--- src/rtl/irda_pkg.sv ---
// rtl/irda_pkg.sv - shared IrDA SIR bit timing constants and decoder state type
package irda_pkg;

    localparam int         SIR_TICKS_PER_BIT = 16;
    localparam logic [3:0] SIR_LAST_TICK     = 4'd15;

    typedef enum logic {
        SIR_DEC_IDLE,
        SIR_DEC_STRETCH
    } sir_dec_state_t;

endpackage

--- src/rtl/irda_sir_decoder_if.sv ---
// rtl/irda_sir_decoder_if.sv - SIR receive-path signal bundle between link control/transceiver and decoder
interface irda_sir_decoder_if;

    logic fast_mode;
    logic fast_enable;
    logic rx_select;
    logic sir_dec_i;
    logic srx_pad_i;
    logic rx_active_o;
    logic pulse_err_o;

    modport master (
        output fast_mode, fast_enable, rx_select, sir_dec_i,
        input  srx_pad_i, rx_active_o, pulse_err_o
    );

    modport slave (
        input  fast_mode, fast_enable, rx_select, sir_dec_i,
        output srx_pad_i, rx_active_o, pulse_err_o
    );

endinterface

--- src/rtl/irda_sir_glitch_filter.sv ---
// rtl/irda_sir_glitch_filter.sv - synchronizer, glitch filter and rising-edge detect (IRDA_SIR_DEC_INVERT_EN inverts input)
module irda_sir_glitch_filter
    import irda_pkg::*;
#(
    parameter int GLITCH_CYC = 2
) (
    input  logic clk,
    input  logic wb_rst_n_i,
    input  logic clear,
    input  logic sir_dec_i,
    output logic q,
    output logic det
);

    localparam logic [3:0] GLITCH_M1 = 4'(GLITCH_CYC - 1);

    logic       raw;
    logic       sync1;
    logic       s;
    logic       q_prev;
    logic       armed;
    logic [3:0] gcnt;

`ifdef IRDA_SIR_DEC_INVERT_EN
    assign raw = ~sir_dec_i;
`else
    assign raw = sir_dec_i;
`endif

    // Synchronizer ignores clear so the line state is known on re-enable.
    always_ff @(posedge clk) begin
        if (!wb_rst_n_i) begin
            sync1 <= 1'b0;
            s     <= 1'b0;
        end else begin
            sync1 <= raw;
            s     <= sync1;
        end
    end

    always_ff @(posedge clk) begin
        if (!wb_rst_n_i || clear) begin
            gcnt   <= 4'd0;
            q      <= 1'b0;
            q_prev <= 1'b0;
            armed  <= 1'b0;
        end else begin
            q_prev <= q;
            if (!s) begin
                gcnt  <= 4'd0;
                q     <= 1'b0;
                armed <= 1'b1;
            end else begin
                if (gcnt != 4'd15) begin
                    gcnt <= gcnt + 4'd1;
                end
                q <= (gcnt >= GLITCH_M1);
            end
        end
    end

    // armed blocks a detect when light was already present at enable time.
    assign det = q & ~q_prev & armed;

endmodule

--- src/rtl/irda_sir_decoder.sv ---
// rtl/irda_sir_decoder.sv - IrDA SIR pulse to UART NRZ decoder (option IRDA_SIR_DEC_INVERT_EN)
module irda_sir_decoder
    import irda_pkg::*;
#(
    parameter int GLITCH_CYC      = 2,
    parameter int MAX_PULSE_TICKS = 8
) (
    input  logic         clk,
    input  logic         wb_rst_n_i,
    irda_sir_decoder_if.slave dec
);

    localparam int             WW   = $clog2(MAX_PULSE_TICKS + 1);
    localparam logic [WW-1:0]  WMAX = WW'(MAX_PULSE_TICKS);
    localparam logic [WW-1:0]  WONE = WW'(1);

    logic           clear;
    logic           q;
    logic           det;
    sir_dec_state_t state;
    sir_dec_state_t state_nx;
    logic [3:0]     bitcnt;
    logic [3:0]     bitcnt_nx;
    logic           srx;
    logic           srx_nx;
    logic           act;
    logic           act_nx;
    logic [WW-1:0]  wcnt;
    logic           err;

    assign clear = dec.fast_mode | ~dec.rx_select;

    irda_sir_glitch_filter #(
        .GLITCH_CYC (GLITCH_CYC)
    ) u_filter (
        .clk        (clk),
        .wb_rst_n_i (wb_rst_n_i),
        .clear      (clear),
        .sir_dec_i  (dec.sir_dec_i),
        .q          (q),
        .det        (det)
    );

    always_ff @(posedge clk) begin
        if (!wb_rst_n_i || clear) begin
            state  <= SIR_DEC_IDLE;
            bitcnt <= 4'd0;
            srx    <= 1'b1;
            act    <= 1'b0;
        end else begin
            state  <= state_nx;
            bitcnt <= bitcnt_nx;
            srx    <= srx_nx;
            act    <= act_nx;
        end
    end

    always_comb begin
        state_nx  = state;
        bitcnt_nx = bitcnt;
        srx_nx    = srx;
        act_nx    = act;
        case (state)
            SIR_DEC_IDLE: begin
                srx_nx = 1'b1;
                act_nx = 1'b0;
                if (det) begin
                    state_nx  = SIR_DEC_STRETCH;
                    bitcnt_nx = 4'd0;
                    srx_nx    = 1'b0;
                    act_nx    = 1'b1;
                end
            end
            SIR_DEC_STRETCH: begin
                srx_nx = 1'b0;
                act_nx = 1'b1;
                // A retrigger takes priority over a coincident tick so back-to-back zeros stay low.
                if (det) begin
                    bitcnt_nx = 4'd0;
                end else if (dec.fast_enable) begin
                    if (bitcnt == SIR_LAST_TICK) begin
                        state_nx  = SIR_DEC_IDLE;
                        bitcnt_nx = 4'd0;
                        srx_nx    = 1'b1;
                        act_nx    = 1'b0;
                    end else begin
                        bitcnt_nx = bitcnt + 4'd1;
                    end
                end
            end
            default: begin
                state_nx = SIR_DEC_IDLE;
            end
        endcase
    end

    // Width monitor saturates so a long pulse reports exactly once.
    always_ff @(posedge clk) begin
        if (!wb_rst_n_i || clear) begin
            wcnt <= '0;
            err  <= 1'b0;
        end else begin
            err <= 1'b0;
            if (!q) begin
                wcnt <= '0;
            end else if (dec.fast_enable && (wcnt != WMAX)) begin
                wcnt <= wcnt + WONE;
                if (wcnt == (WMAX - WONE)) begin
                    err <= 1'b1;
                end
            end
        end
    end

    assign dec.srx_pad_i   = srx;
    assign dec.rx_active_o = act;
    assign dec.pulse_err_o = err;

endmodule

--- src/flat_wrapper.sv ---
// flat-port wrapper written by rule: the top's interface ports become plain ports
module irda_sir_decoder_flat import irda_pkg::*;
#(
    parameter int GLITCH_CYC      = 2,
    parameter int MAX_PULSE_TICKS = 8
)
  (clk, wb_rst_n_i, dec_fast_mode, dec_fast_enable, dec_rx_select, dec_sir_dec_i, dec_srx_pad_i, dec_rx_active_o, dec_pulse_err_o);
  irda_sir_decoder_if dec_i ();
  input  logic clk;
  input  logic wb_rst_n_i;
  input wire logic [$bits(dec_i.fast_mode)-1:0] dec_fast_mode;
  input wire logic [$bits(dec_i.fast_enable)-1:0] dec_fast_enable;
  input wire logic [$bits(dec_i.rx_select)-1:0] dec_rx_select;
  input wire logic [$bits(dec_i.sir_dec_i)-1:0] dec_sir_dec_i;
  output wire logic [$bits(dec_i.srx_pad_i)-1:0] dec_srx_pad_i;
  output wire logic [$bits(dec_i.rx_active_o)-1:0] dec_rx_active_o;
  output wire logic [$bits(dec_i.pulse_err_o)-1:0] dec_pulse_err_o;
  assign dec_i.fast_mode = dec_fast_mode;
  assign dec_i.fast_enable = dec_fast_enable;
  assign dec_i.rx_select = dec_rx_select;
  assign dec_i.sir_dec_i = dec_sir_dec_i;
  assign dec_srx_pad_i = dec_i.srx_pad_i;
  assign dec_rx_active_o = dec_i.rx_active_o;
  assign dec_pulse_err_o = dec_i.pulse_err_o;
  irda_sir_decoder #(.GLITCH_CYC(GLITCH_CYC), .MAX_PULSE_TICKS(MAX_PULSE_TICKS)) u_core (.clk(clk), .wb_rst_n_i(wb_rst_n_i), .dec(dec_i));
endmodule
--- config.mk ---
export PLATFORM = sky130hd
export DESIGN_NAME = irda_sir_decoder_flat
export DESIGN_NICKNAME = d
export VERILOG_FILES = /design/src/rtl/irda_pkg.sv /design/src/rtl/irda_sir_decoder_if.sv /design/src/rtl/irda_sir_glitch_filter.sv /design/src/rtl/irda_sir_decoder.sv /design/src/flat_wrapper.sv
export SDC_FILE = /design/constraint.sdc
export NUM_CORES = 1
export LEC_CHECK = 0
export BUFFER_PORTS_ARGS = -buffer_cell sky130_fd_sc_hd__buf_2
export CAP_MARGIN = 20
export CELL_PAD_IN_SITES_DETAIL_PLACEMENT = 1
export CELL_PAD_IN_SITES_GLOBAL_PLACEMENT = 2
export CORE_ASPECT_RATIO = 0.7
export CORE_UTILIZATION = 40
export CTS_BUF_LIST = sky130_fd_sc_hd__clkbuf_8
export CTS_CLUSTER_SIZE = 24
export DETAILED_ROUTE_END_ITERATION = 6
export GPL_ROUTABILITY_DRIVEN = 0
export PLACE_DENSITY_LB_ADDON = 0.1
export SYNTH_ARGS = -nofsm -noshare
export SYNTH_HDL_FRONTEND = slang
export SYNTH_HIERARCHICAL = 1
export SYNTH_SLANG_ARGS = --single-unit
export TNS_END_PERCENT = 20
--- constraint.sdc ---
create_clock -name clk -period 2.9 [get_ports clk]
set_clock_uncertainty 0.2 [all_clocks]
set_input_delay 0.29 -clock clk [delete_from_list [all_inputs] [get_ports clk]]
set_output_delay 0.29 -clock clk [all_outputs]
set_load 0.05 [all_outputs]
## Word level (Yosys, flattened, before mapping)

Cells that the tools add are included.

| operators by class | value |
|---|---|
| muxes and demuxes | 16 |
| order comparisons | 1 |
| reductions and logical operators | 7 |
| equality and inequality tests | 6 |
| add/sub/neg operators | 3 |
| bitwise gates (word level) | 9 |

Operators with widths:

| cell | number |
|---|---|
| $mux W4 | 4 |
| $add A4 B1 Y4 const B | 3 |
| $mux W1 | 9 |
| $ne A4 B4 Y1 const B | 2 |
| $pmux W4 S2 | 1 |
| $not A1 Y1 | 6 |
| $eq A4 B3 Y1 const B | 1 |
| $eq A4 B4 Y1 const B | 1 |
| $ge A4 B1 Y1 const B | 1 |
| $pmux W1 S2 | 2 |
| $reduce_or A2 Y1 | 2 |
| $ne A3 B2 Y1 const B | 1 |
| $reduce_or A3 Y1 | 1 |
| $and A1 B1 Y1 | 2 |
| $ne A2 B1 Y1 const B | 1 |
| $reduce_and A2 Y1 | 1 |
| $logic_and A1 B1 Y1 | 1 |
| $logic_not A1 Y1 | 1 |
| $logic_or A1 B1 Y1 | 1 |
| $or A1 B1 Y1 | 1 |

| word-level totals | value |
|---|---|
| input port bits | 6 |
| word-level logic and storage cells | 53 |
| output and inout port bits | 3 |
| bits in registers | 20 |

## Depth between registers and ports, before layout

Gate-level depths: netlist of the first run.

| logic depth | value |
|---|---|
| word-level depth | 5 |
| mapped depth | 5 |
| mapped depth without buffers | 5 |

## Cells and area by module

Netlist of the first run, hierarchy kept.

By module, submodules not included:

| module | area each (sq um) | instances | cells an instance | sequential area each (sq um) |
|---|---|---|---|---|
| irda_sir_decoder | 524.3 | 1 | 58 | 220.2 |
| irda_sir_glitch_filter | 365.4 | 1 | 36 | 180.2 |

## Worst setup path after synthesis of the first run

No wires, ideal clock.

| path | value |
|---|---|
| kind | reg2reg |
| start | reg, netlist name u_core/dec.rx_active_o |
| end | reg u_core.bitcnt[3] |
| stages on the path, launching flop included | 4 |
| library setup time | 0.070 ns |
| path buffers | 0 |
| setup slack | 1.354 ns |
| data required time | 2.630 ns |
| arrival time | 1.276 ns |
| clock period less this slack | 1.546 ns |
| cells stage by stage | dfxtp_1 > nand3_2 > or3_1 > a21oi_1 |

RTL lines:

| element | RTL line | source |
|---|---|---|
| end signal: assignment | irda_sir_decoder.sv:52 | `bitcnt <= bitcnt_nx;` |
| end: declaration | irda_sir_decoder.sv:22 | `logic [3:0] bitcnt;` |

## Worst setup path after layout of the first run

| path | value |
|---|---|
| start | reg u_core.bitcnt[0] |
| end | reg u_core.srx (netlist: u_core/dec.srx_pad_i) |

| between the ends | value |
|---|---|
| word-level cells in the longest chain between the ends | 5 |

Ends and longest elaborated chain:

| element | RTL line | source |
|---|---|---|
| $eq A4 B4 Y1 | irda_sir_decoder.sv:81 | `if (bitcnt == SIR_LAST_TICK) begin` |
| $mux W1 | irda_sir_decoder.sv:81 |  |
| $mux W1 | irda_sir_decoder.sv:80 | `end else if (dec.fast_enable) begin` |
| $mux W1 | irda_sir_decoder.sv:78 | `if (det) begin` |
| $pmux W1 S2 | irda_sir_decoder.sv:63 | `case (state)` |
| end signal: assignment | irda_sir_decoder.sv:53 | `srx <= srx_nx;` |
| end: declaration | irda_sir_decoder.sv:24 | `logic srx;` |

No other way between the ends.
A chain may end at the register's enable or synchronous reset.

==> results of run 1 <==
==> sequential cells by signal (all words and copies together), names as in the netlist <==
name / cells
u_core/bitcnt: 4
u_core/u_filter/gcnt: 4
u_core/wcnt: 4
u_core/dec.pulse_err_o: 1
u_core/dec.rx_active_o: 1
u_core/dec.srx_pad_i: 1
u_core/u_filter/armed: 1
u_core/u_filter/q: 1
u_core/u_filter/q_prev: 1
u_core/u_filter/s: 1
u_core/u_filter/sync1: 1
==> critical path, stage by stage (launching register included) <==
cell and delay, ps:
dfxtp_1 350, ha_1 240, and3_1 200, a21boi_0 350, o211ai_1 140
==> kinds of logic after synthesis <==
family	after synthesis	synth area share, %
buffers and inverters	8	4.22
multiplexers	2	2.39
AND/OR/NAND/NOR	43	28.1
adder cells (fa/ha/maj)	6	8.44
AO/OA/AOI/OAI	12	8.86
flip-flops	20	45.0
XOR/XNOR	3	2.95
==> cells in the final DEF, fill, tap and decap left out, drive strengths merged, types with 3 or more instances in the layout <==
master / count
ha: 6
clkbuf: 3
inv: 7
nor2: 9
nand3: 5
nand3b: 3
nand2: 8
a21oi: 5
dfxtp: 20
buf: 8
==> metrics by stage <==
| step | std cells | worst slack, ps | area (um^2) | power [W] | hold WS [ps] |
|---|---|---|---|---|---|
| final | 134 | 1280 | 997 | 0.000469 | 42.2 |
| after global placement | 131 | 1370 | 956 | 0.000297 | 212 |
| after global routing | 134 | 1200 | 997 | 0.000487 | 57.2 |
| after CTS | 134 | 1280 | 997 | 0.000476 | 35.7 |
| after detailed placement | 131 | 1310 | 956 | 0.000298 | 225 |
| after floorplan | 94 | 1350 | 890 | 0.000292 | 179 |
==> layer usage <==
layer / routed length (um) / track usage [%] / up-vias
met5: 0 / 0 / -
met4: 0 / 2.86 / 0
met3: 52 / 5.61 / 0
met2: 661 / 21.8 / 7
met1: 1020 / 28.1 / 297
li1: - / - / 345
==> worst min path at each step <==
stage / startpoint / endpoint / depth (start not counted)
CTS: dec_sir_dec_i / u_core/u_filter/sync1 / 2
floorplan: wb_rst_n_i / u_core/dec.srx_pad_i / 1
global route: dec_sir_dec_i / u_core/u_filter/sync1 / 2
finish: dec_sir_dec_i / u_core/u_filter/sync1 / 2
detailed placement: u_core/u_filter/sync1 / u_core/u_filter/s / 1
global placement: u_core/u_filter/sync1 / u_core/u_filter/s / 1
==> power by group <==
part	internal [W]	switching, W	total (W)
logic	0.00000577	0.00000819	0.0000140
clock network	0.0000924	0.0000848	0.000177
registers	0.000277	0.000000892	0.000277
==> cell type report <==
class | count | share of cell area, %
Timing Repair Buffer | 8 | 4.02
Inverter | 7 | 2.63
Clock buffer | 3 | 4.14
Sequential cell | 20 | 40.2
Tap cell | 30 | 3.76
Multi-Input combinational cell | 66 | 45.3
==> results by group, run 1 <==
CTS
  – TritonCTS clock tree: built
  – Clk buf depth: 2
  – Clk slew on worst S/H paths: around 70 ps
  – Root Driver: clkbuf_8
  – Post-cts hold buffer count: 0
  – Worst skew pair latency: 250 ps
  – CTS buffer count: 3
  – Post-CTS setup buffer count: 0
  – CTS sink cnt: 20
  – # resized after CTS: 0
  – H-tree levels: 1

Timing
  – Min cycle time layout: ~1600 ps
  – Fmax achieved: 0.616 GHz
  – Fin. Hold Viols: 0
  – Setup Total Neg Slack: 0 ps
  – Pins Over Slew Limit: 0
  – RSZ-0062 raised after global routing: false
  – Final period util: between 50% and 60%
  – # setup viols final: 0
  – Worst relative slew slack: about three quarters
  – Tightest Pin Transition: around 390 ps

Synth
  – Ys Warns: 6
  – Cells after Synth: between 90 and 100
  – Number of synthesized flops with an enable pin: 0
  – Yosys reg bits: 20
  – Netlist cell types: 32
  – Synth Flop Type: dfxtp_1
  – Mapped Area: a little under 900 um^2
  – Mean Syn Cell Area: about 9.5 um^2
  – Main area contributors after synthesis: dfxtp_1 (45%), ha_1 (8.4%), nor2_1 (3.8%)
  – Syn nets: 106
  – Cell taking the most area after synthesis: dfxtp_1
  – Count leader, synth: dfxtp_1
  – Seq/Total Area, Yosys: 45.0%
  – Share of the synthesized area in the top cell type: between 40% and 50%
  – Async SR Flop Fraction: 0%
  – Synth top cells by count: dfxtp_1 (20), nor2_1 (9), nand2_1 (8), inv_1 (7), ha_1 (6)

Finish
  – Multi-input gate area: 452 um^2
  – Layout Area Growth over Synthesis: 12.1%
  – Storage cell area: approximately 400 um^2
  – Layout cell share with drive strength beyond 1: 15.4%
  – Fillers: roughly 240
  – Layout Nets: ~120
  – ANT cells: 0
  – Fin util: a little over 50%

Critical path
  – End point of the critical path: u_core/dec.srx_pad_i
  – Critical Path End Type: register
  – FF-to-FF path depth: 4
  – Required @ worst endpoint: roughly 2800 ps
  – Startpoint Class: register
  – CP startpoint: u_core/bitcnt[0]
  – Critical path class: reg2reg
  – Peak fanout along the critical path: 5
  – FF-to-FF setup slack: between 1000 and 1500 ps
  – CP Data Arrival Time: 1540 ps
  – Reg2reg start: u_core/bitcnt[0]
  – FF-to-FF End: u_core/dec.srx_pad_i

Floorplan
  – Die footprint: approximately 0.0024 mm^2
  – Core area: just under 0.002 mm^2
  – Initial Util: a little under half
  – Die width: around 58 um
  – Ports: 9
  – Die H: between 40 and 50 um
  – Row cnt: 13

Drt
  – Via count: 649
  – Drc violations: 0
  – DRT antenna net count: 0
  – Final wirelength: about 1700 um
  – Routed wire per std cell: 12.9 um
  – Drt first pass iters: 4
  – DRC violation total after the first TritonRoute iteration: 32
  – Vias per inst: about 4.8

Power and ir drop
  – Peak supply drop: between 0.0002 and 0.0003 V
  – Power density over the cells: roughly 470 mW/mm^2
  – Pleak: between 0.3 and 0.4 nW

Hold path
  – Worst Hold Class: in2reg

Global route
  – Gr ovfl total: 0
  – Largest net degree at the start of global routing: 11
  – Vias in the first global route: approximately 640
  – GRT Total Usage: roughly 17%
  – Initial antenna violation count: 0
  – First-pass GRT wire length: 3150 um

Placement
  – Final HPWL DP: 1310 um
  – Port bufs: 8

Outcome
  – Outcome: complete, no violations

Job
  – Max Cap Viol: 0
No activity file was read; power rests on OpenSTA's default activity.
==> inputs of run 2 (changes only) <==
--- a/config.mk
+++ b/config.mk
@@ -5,12 +5,13 @@
 export SDC_FILE = /design/constraint.sdc
 export NUM_CORES = 1
 export LEC_CHECK = 0
+export ABC_AREA = 1
 export BUFFER_PORTS_ARGS = -buffer_cell sky130_fd_sc_hd__buf_2
 export CAP_MARGIN = 20
 export CELL_PAD_IN_SITES_DETAIL_PLACEMENT = 1
 export CELL_PAD_IN_SITES_GLOBAL_PLACEMENT = 2
 export CORE_ASPECT_RATIO = 0.7
-export CORE_UTILIZATION = 40
+export CORE_UTILIZATION = 32
 export CTS_BUF_LIST = sky130_fd_sc_hd__clkbuf_8
 export CTS_CLUSTER_SIZE = 24
 export DETAILED_ROUTE_END_ITERATION = 6
==> constraint.sdc (replaced) <==
create_clock -name clk -period 1.4 [get_ports clk]
set_clock_uncertainty 0.2 [all_clocks]
set_input_delay 0.14 -clock clk [delete_from_list [all_inputs] [get_ports clk]]
set_output_delay 0.14 -clock clk [all_outputs]
set_load 0.05 [all_outputs]
==> run 2 against run 1 <==
Effect of this change:
- register-to-register slack worse by 1200 ps
- global-route usage fell by 1.9 points
- total power is 130% higher
- sequential share of layout area down 6.7 points
- utilization down 8.3 points
- largest cell class unchanged
==> results by group, run 2 <==
Critical path
  – Top delay family on crit path: flip-flops (was compound AO/OA/AOI/OAI gates)
  – Required @ worst endpoint: 1350 ps (was 2820 ps)
  – Slowest-stage cell, CP: dfxtp_2 (was dfxtp_1)
  – Critical path class: reg2reg (unchanged)
  – Biggest cell delay along the critical path: 340 ps (was 350 ps)
  – Startpoint Class: register (unchanged)
  – FF-to-FF End: u_core/wcnt[2] (was u_core/dec.srx_pad_i)
  – WP buf/inv: 2 (was 0)
  – CP Depth: 7 (was 4)
  – Reg2reg start: u_core/wcnt[1] (was u_core/bitcnt[0])
  – CP Data Arrival Time: 1260 ps (was 1540 ps)
  – Critical Path End Type: register (unchanged)
  – Worst path cell trace: inv_1 -> ha_1 -> nand3_2 -> nand2_4 -> clkinv_2 -> nand2_1 -> a21oi_1 (was ha_1 -> and3_1 -> a21boi_0 -> o211ai_1)
  – Peak fanout along the critical path: 7 (was 5)
  – FF-to-FF setup slack: 90 ps (was 1280 ps)
  – FF-to-FF path depth: 7 (was 4)

Synth
  – Complex-gate fraction of the synthesized area: 8.10% (was 8.86%)
  – Mean Syn Cell Area: 7.66 um^2 (was 9.46 um^2)
  – Synth Flop Type: dfxtp_1 (unchanged)
  – Post-synthesis simple-gate area fraction: 33.3% (was 28.1%)
  – Mapped Area: 988 um^2 (was 890 um^2)
  – Number of synthesized flops with an enable pin: 0 (unchanged)
  – Netlist cell types: 21 (was 32)
  – Synth top cells by count: nand2_1 (26), dfxtp_1 (20), inv_1 (19), nor2_1 (14), a21oi_1 (9) (was dfxtp_1 (20), nor2_1 (9), nand2_1 (8), inv_1 (7), ha_1 (6))
  – Ys Warns: 6 (unchanged)
  – Post-Synth XOR/XNOR Area: 0.886% (was 2.95%)
  – Yosys reg bits: 20 (unchanged)
  – Post-Synth Adder-Cell Area: 7.59% (was 8.44%)
  – Async SR Flop Fraction: 0% (unchanged)
  – Syn nets: 141 (was 106)
  – Count leader, synth: nand2_1 (was dfxtp_1)
  – Seq/Total Area, Yosys: 40.5% (was 45.0%)
  – Share of the synthesized area in the top cell type: 40.5% (was 45.0%)
  – Main area contributors after synthesis: dfxtp_1 (41%), nand2_1 (9.9%), ha_1 (7.6%) (was dfxtp_1 (45%), ha_1 (8.4%), nor2_1 (3.8%))
  – Cells after Synth: 129 (was 94)
  – Cell taking the most area after synthesis: dfxtp_1 (unchanged)
  – Multiplexer area fraction after synthesis: 0% (was 2.39%)
  – Largest family of logic cells by synthesized area: simple AND/OR/NAND/NOR gates (unchanged)

Floorplan
  – Die footprint: 0.00332 mm^2 (was 0.00242 mm^2)
  – Initial Util: 34.5% (was 45.2%)
  – Core area: 0.00286 mm^2 (was 0.00197 mm^2)
  – Die width: 68.4 um (was 58.4 um)
  – Ports: 9 (unchanged)
  – Die H: 48.5 um (was 41.5 um)
  – Row cnt: 16 (was 13)

CTS
  – Post-CTS setup buffer count: 0 (unchanged)
  – H-tree levels: 1 (unchanged)
  – Worst skew pair latency: 260 ps (was 250 ps)
  – Clk buf depth: 2 (unchanged)
  – CTS sink cnt: 20 (unchanged)
  – Clk slew on worst S/H paths: 70 ps (about the same)
  – TritonCTS clock tree: built (unchanged)
  – CTS buffer count: 3 (unchanged)
  – Root Driver: clkbuf_8 (unchanged)

Job
  – Max Cap Viol: 0 (unchanged)

Drt
  – Wire length on met3: 96 um (was 52 um)
  – DRT antenna net count: 0 (unchanged)
  – DRC violation total after the first TritonRoute iteration: 25 (was 32)
  – Drt first pass iters: 4 (unchanged)
  – Routed wire per std cell: 11.4 um (was 12.9 um)
  – Wire length on met1: 1110 um (was 1020 um)
  – Vias per inst: 4.45 (was 4.84)
  – Met2 Wirelength: 896 um (was 661 um)
  – Drc violations: 0 (unchanged)
  – Final wirelength: 2120 um (was 1730 um)
  – Highest Signal Layer: met4 (was met3)
  – Via count: 823 (was 649)

Outcome
  – Outcome: complete, no violations (unchanged)

Global route
  – First-pass GRT wire length: 3780 um (was 3150 um)
  – Initial antenna violation count: 0 (unchanged)
  – GRT Total Usage: 15.4% (was 17.3%)
  – Gr ovfl total: 0 (unchanged)
  – Largest net degree at the start of global routing: 12 (was 11)
  – Vias in the first global route: 833 (was 637)

Finish
  – Commonest non-fill, non-tap cells in the layout: nand2_1 (26), inv_1 (19), dfxtp_1 (16) (was dfxtp_1 (20), nor2_1 (9), buf_2 (8), nand2_1 (8), inv_1 (7))
  – ANT cells: 0 (unchanged)
  – Top Registers: u_core/bitcnt: 4 flops, u_core/u_filter/gcnt: 4 flops, u_core/wcnt: 4 flops (unchanged)
  – Commonest non-fill, non-tap cell in the layout: nand2_1 (was dfxtp_1)
  – Multi-input gate area: 504 um^2 (was 452 um^2)
  – Layout Nets: 162 (was 118)
  – Fin cells: 185 (was 134)
  – Layout cell share with drive strength beyond 1: 28.2% (was 15.4%)
  – Fillers: 354 (was 239)
  – Storage cell area: 405 um^2 (was 400 um^2)
  – Layout Area Growth over Synthesis: 22.7% (was 12.1%)

Timing
  – Tightest Pin Transition: 247 ps (was 387 ps)
  – Pins Over Slew Limit: 0 (unchanged)
  – Setup Total Neg Slack: 0 ps (unchanged)
  – Fmax achieved: 0.765 GHz (was 0.616 GHz)
  – Worst relative slew slack: 83.5% (was 73.9%)
  – RSZ-0062 raised after global routing: false (unchanged)
  – Final period util: 93.3% (was 56.0%)
  – Min cycle time layout: 1310 ps (was 1620 ps)
  – Fin. Hold Viols: 0 (unchanged)
  – # setup viols final: 0 (unchanged)

Hold path
  – Worst Hold Class: in2reg (unchanged)
  – HP Start: dec_fast_mode (was dec_sir_dec_i)
  – WHS Path Cells: 4 (was 2)
  – Worst Hold End: u_core/bitcnt[3] (was u_core/u_filter/sync1)

Placement
  – Port bufs: 8 (unchanged)
  – Final HPWL DP: 1610 um (was 1310 um)
  – Cells after DPL: 178 (was 131)

Power and ir drop
  – Pleak: 0.504 nW (was 0.397 nW)
  – Power density over the cells: 876 mW/mm^2 (was 470 mW/mm^2)
  – Peak supply drop: 0.000561 V (was 0.000262 V)
[run 2: cell count changes in the layout (fill, tap and decap cells not counted), sizes merged, moves of 3 or more]
cell / delta
nand2: +21
inv: +17
nor2: +8
a21oi: +6
nand3: +6
buf: +5
dlygate4sd3: +3
nand3b: -3
[run 2: layout make-up]
type                            instances  share of cell area (%)
Multi-Input combinational cell         84                    41.6
Sequential cell                        20                    33.4
Timing Repair Buffer                   16                    8.88
Inverter                               25                    7.84
Clock buffer                            4                    4.54
Tap cell                               36                    3.72
[run 2: how the worst max path moves through the flow]
stage	startpoint	to	slack [ps]
floorplan	u_core/u_filter/armed	u_core/bitcnt[0]	60
global placement	u_core/u_filter/armed	u_core/bitcnt[0]	100
detailed placement	u_core/u_filter/armed	u_core/bitcnt[1]	20
CTS	u_core/u_filter/armed	u_core/bitcnt[1]	6
global route	u_core/u_filter/armed	u_core/bitcnt[1]	0.7
finish	u_core/wcnt[1]	u_core/wcnt[2]	90
[run 2: metrics by stage]
stage	power (W)	area (um^2)	hold slack (ps)	util (%)	setup slack, ps
2_1_floorplan	0.000608	990	33.5	-	60.2
3_3_place_gp	0.000624	1110	120	38.9	101
3_5_place_dp	0.000626	1110	130	38.9	18.4
4_1_cts	0.00108	1200	21.8	41.8	5.60
5_1_grt	0.00112	1210	27.8	42.4	0.717
6_report	0.00106	1210	22.0	42.4	93.3
[run 2: logic make-up after synthesis]
kind of cell / after synthesis
AOI/OAI and AO/OA: 14
xor gates and xnor gates: 1
adders and majority gates: 6
buffers and inverters: 25
DFF: 20
and+or+nand+nor: 63
[run 2: metal layers]
layer	up-vias	global-route usage, %
met5	-	0
met4	0	3.13
met3	4	5.90
met2	11	22.4
met1	368	21.5
li1	440	-
[run 2: worst min-delay path: stages]
cell     delay, ps
buf_2           80
inv_2           30
nand3_2        150
a21oi_2         40
[run 2: where the power goes]
group	internal, W	switching [W]	leakage [nW]
registers	0.000572	0.00000182	0.164
clock network	0.000251	0.000192	0.0288
logic	0.0000183	0.0000261	0.312
[run 2: what timing repair did]
item,CTS,global route
setup endpoints to repair,0,10
hold buffers,3,0
hold endpoints to repair,3,0
gates resized for setup,0,5
==> inputs of run 3 (changes only) <==
--- a/config.mk
+++ b/config.mk
@@ -6,6 +6,7 @@
 export NUM_CORES = 1
 export LEC_CHECK = 0
 export ABC_AREA = 1
+export ABC_CLOCK_PERIOD_IN_PS = 1400
 export BUFFER_PORTS_ARGS = -buffer_cell sky130_fd_sc_hd__buf_2
 export CAP_MARGIN = 20
 export CELL_PAD_IN_SITES_DETAIL_PLACEMENT = 1
@@ -17,6 +18,7 @@
 export DETAILED_ROUTE_END_ITERATION = 6
 export GPL_ROUTABILITY_DRIVEN = 0
 export PLACE_DENSITY_LB_ADDON = 0.1
+export SETUP_SLACK_MARGIN = 0.1
 export SYNTH_ARGS = -nofsm -noshare
 export SYNTH_HDL_FRONTEND = slang
 export SYNTH_HIERARCHICAL = 1
==> run 3 against run 2 <==
Effect of this change:
- worst hold slack better by 5.3 ps
- clock power down 17%
- critical endpoint is now u_core/dec.rx_active_o
- highest routed layer unchanged
- global-route usage fell by 0.93 points
- routed wire length is 4.8% lower
- critical path type unchanged
==> results by group, run 3 (synthesis gave the netlist of run 2 again) <==
Global route
  – Initial antenna violation count: 0 (unchanged)
  – GRT Total Usage: 14.5% (was 15.4%)
  – Largest net degree at the start of global routing: 11 (was 12)
  – First-pass GRT wire length: 3590 um (was 3780 um)
  – Gr ovfl total: 0 (unchanged)
  – Vias in the first global route: 829 (was 833)

Critical path
  – Critical Path End Type: register (unchanged)
  – Required @ worst endpoint: 1340 ps (was 1350 ps)
  – Critical path class: reg2reg (unchanged)
  – Worst path cell trace: ha_4 -> nand2_4 -> nor2_4 -> nand2_2 -> a21oi_2 -> nor2_2 (was inv_1 -> ha_1 -> nand3_2 -> nand2_4 -> clkinv_2 -> nand2_1 -> a21oi_1)
  – CP Data Arrival Time: 1210 ps (was 1260 ps)
  – Startpoint Class: register (unchanged)
  – Peak fanout along the critical path: 2 (was 7)
  – WP buf/inv: 0 (was 2)
  – Top delay family on crit path: flip-flops (unchanged)
  – Biggest cell delay along the critical path: 360 ps (was 340 ps)
  – Slowest-stage cell, CP: dfxtp_2 (unchanged)

Job
  – Max Cap Viol: 0 (unchanged)

Power and ir drop
  – Peak supply drop: 0.000367 V (was 0.000561 V)
  – Total power: 0.000986 W (was 0.00106 W)
  – Power density over the cells: 793 mW/mm^2 (was 876 mW/mm^2)
  – Pleak: 0.522 nW (was 0.504 nW)

Finish
  – Layout Area Growth over Synthesis: 25.8% (was 22.7%)
  – Fillers: 353 (was 354)
  – Fin util: 43.4% (was 42.4%)
  – Fin cells: 186 (was 185)
  – Top Registers: u_core/bitcnt: 4 flops, u_core/u_filter/gcnt: 4 flops, u_core/wcnt: 4 flops (unchanged)
  – Commonest non-fill, non-tap cell in the layout: nand2_1 (unchanged)
  – Layout Nets: 164 (was 162)
  – Layout cell share with drive strength beyond 1: 36.0% (was 28.2%)
  – Commonest non-fill, non-tap cells in the layout: nand2_1 (24), inv_1 (17), nor2_1 (13), dfxtp_1 (13) (was nand2_1 (26), inv_1 (19), dfxtp_1 (16))
  – ANT cells: 0 (unchanged)

Timing
  – Fmax achieved: 0.789 GHz (was 0.765 GHz)
  – RSZ-0062 raised after global routing: true (was false)
  – Worst relative slew slack: 83.1% (was 83.5%)
  – Final period util: 90.6% (was 93.3%)
  – Min cycle time layout: 1270 ps (was 1310 ps)
  – Tightest Pin Transition: 252 ps (was 247 ps)
  – # setup viols final: 0 (unchanged)
  – Worst hold slack: 27.3 ps (was 22.0 ps)
  – Setup Total Neg Slack: 0 ps (unchanged)
  – Fin. Hold Viols: 0 (unchanged)
  – Pins Over Slew Limit: 0 (unchanged)

CTS
  – CTS buffer count: 3 (unchanged)
  – Clk slew on worst S/H paths: 70 ps (about the same)
  – TritonCTS clock tree: built (unchanged)
  – CTS sink cnt: 20 (unchanged)
  – H-tree levels: 1 (unchanged)
  – Worst skew pair latency: 250 ps (was 260 ps)
  – Clk buf depth: 2 (unchanged)
  – Root Driver: clkbuf_8 (unchanged)

Floorplan
  – Ports: 9 (unchanged)
  – Die footprint: 0.00332 mm^2 (unchanged)
  – Row cnt: 16 (unchanged)
  – Core area: 0.00286 mm^2 (unchanged)
  – Die width: 68.4 um (unchanged)
  – Initial Util: 34.5% (unchanged)
  – Die H: 48.5 um (unchanged)

Drt
  – Drc violations: 0 (unchanged)
  – Via count: 837 (was 823)
  – Drt first pass iters: 3 (was 4)
  – DRC violation total after the first TritonRoute iteration: 19 (was 25)
  – DRT antenna net count: 0 (unchanged)
  – Routed wire per std cell: 10.8 um (was 11.4 um)
  – Vias per inst: 4.50 (was 4.45)
  – Final wirelength: 2010 um (was 2120 um)

Outcome
  – Outcome: complete, no violations (unchanged)

Hold path
  – Worst Hold Class: in2reg (unchanged)

Placement
  – Final HPWL DP: 1490 um (was 1610 um)
  – Port bufs: 8 (unchanged)
  – Cells after DPL: 176 (was 178)
-- run 3: changes by cell type in the layout (fill, tap and decap cells not counted), moves of 2 or more --
cell	before	now
buf_4	5	7
inv_2	5	7
nand2_1	26	24
dfxtp_1	16	13
dfxtp_2	4	7
inv_1	19	17
ha_1	6	4
-- run 3: worst min-delay path, stage by stage --
cell and delay (ps):
buf_2 150, nand4_1 100, a21oi_1 60
-- run 3: power by group --
| part | internal [W] | leakage, nW | switching, W |
|---|---|---|---|
| clock network | 0.000191 | 0.0216 | 0.000177 |
| registers | 0.000573 | 0.165 | 0.00000188 |
| logic | 0.0000177 | 0.335 | 0.0000258 |
| total | 0.000782 | 0.522 | 0.000205 |
-- run 3: per-layer routing --
metal / track usage [%] / routed length [um] / up-vias
met4: 3.13 / 4 / 0
met1: 20.1 / 1050 / 378
met5: 0 / 0 / -
li1: - / - / 448
met3: 5.66 / 69 / 2
met2: 20.9 / 892 / 9
-- run 3: area by class of cell --
cell class | instances | area (um^2) | area share [%]
Sequential cell | 20 | 409 | 32.9
Timing Repair Buffer | 18 | 123 | 9.86
Inverter | 25 | 96.3 | 7.75
Multi-Input combinational cell | 84 | 529 | 42.6
Tap cell | 36 | 45.0 | 3.62
Clock buffer | 3 | 41.3 | 3.32
-- run 3: timing repair --
action | in CTS | in global routing
setup buffers | 0 | 4
hold endpoints to repair | 3 | 0
hold buffers | 3 | 0
pin swaps | 0 | 4
endpoints found under the setup margin | 9 | 13
gates resized for setup | 4 | 13
-- run 3: path summary, 6_finish.rpt --
path                            depth (start not counted)                  start                     end  slack, ps
worst max register to register                          6       u_core/bitcnt[0]  u_core/dec.rx_active_o        130
worst min register to register                          2  u_core/u_filter/sync1       u_core/u_filter/s        220
worst min-delay path                                    3        dec_fast_enable        u_core/bitcnt[1]         30
worst max-delay path                                    6       u_core/bitcnt[0]  u_core/dec.rx_active_o        130
-- run 3: through the flow --
step / setup WS (ps) / instance area, um^2
after detailed placement: 46.5 / 1100
final: 132 / 1240
after CTS: 76.6 / 1180
after global routing: 63.1 / 1240
after global placement: 100 / 1100
after floorplan: 119 / 995
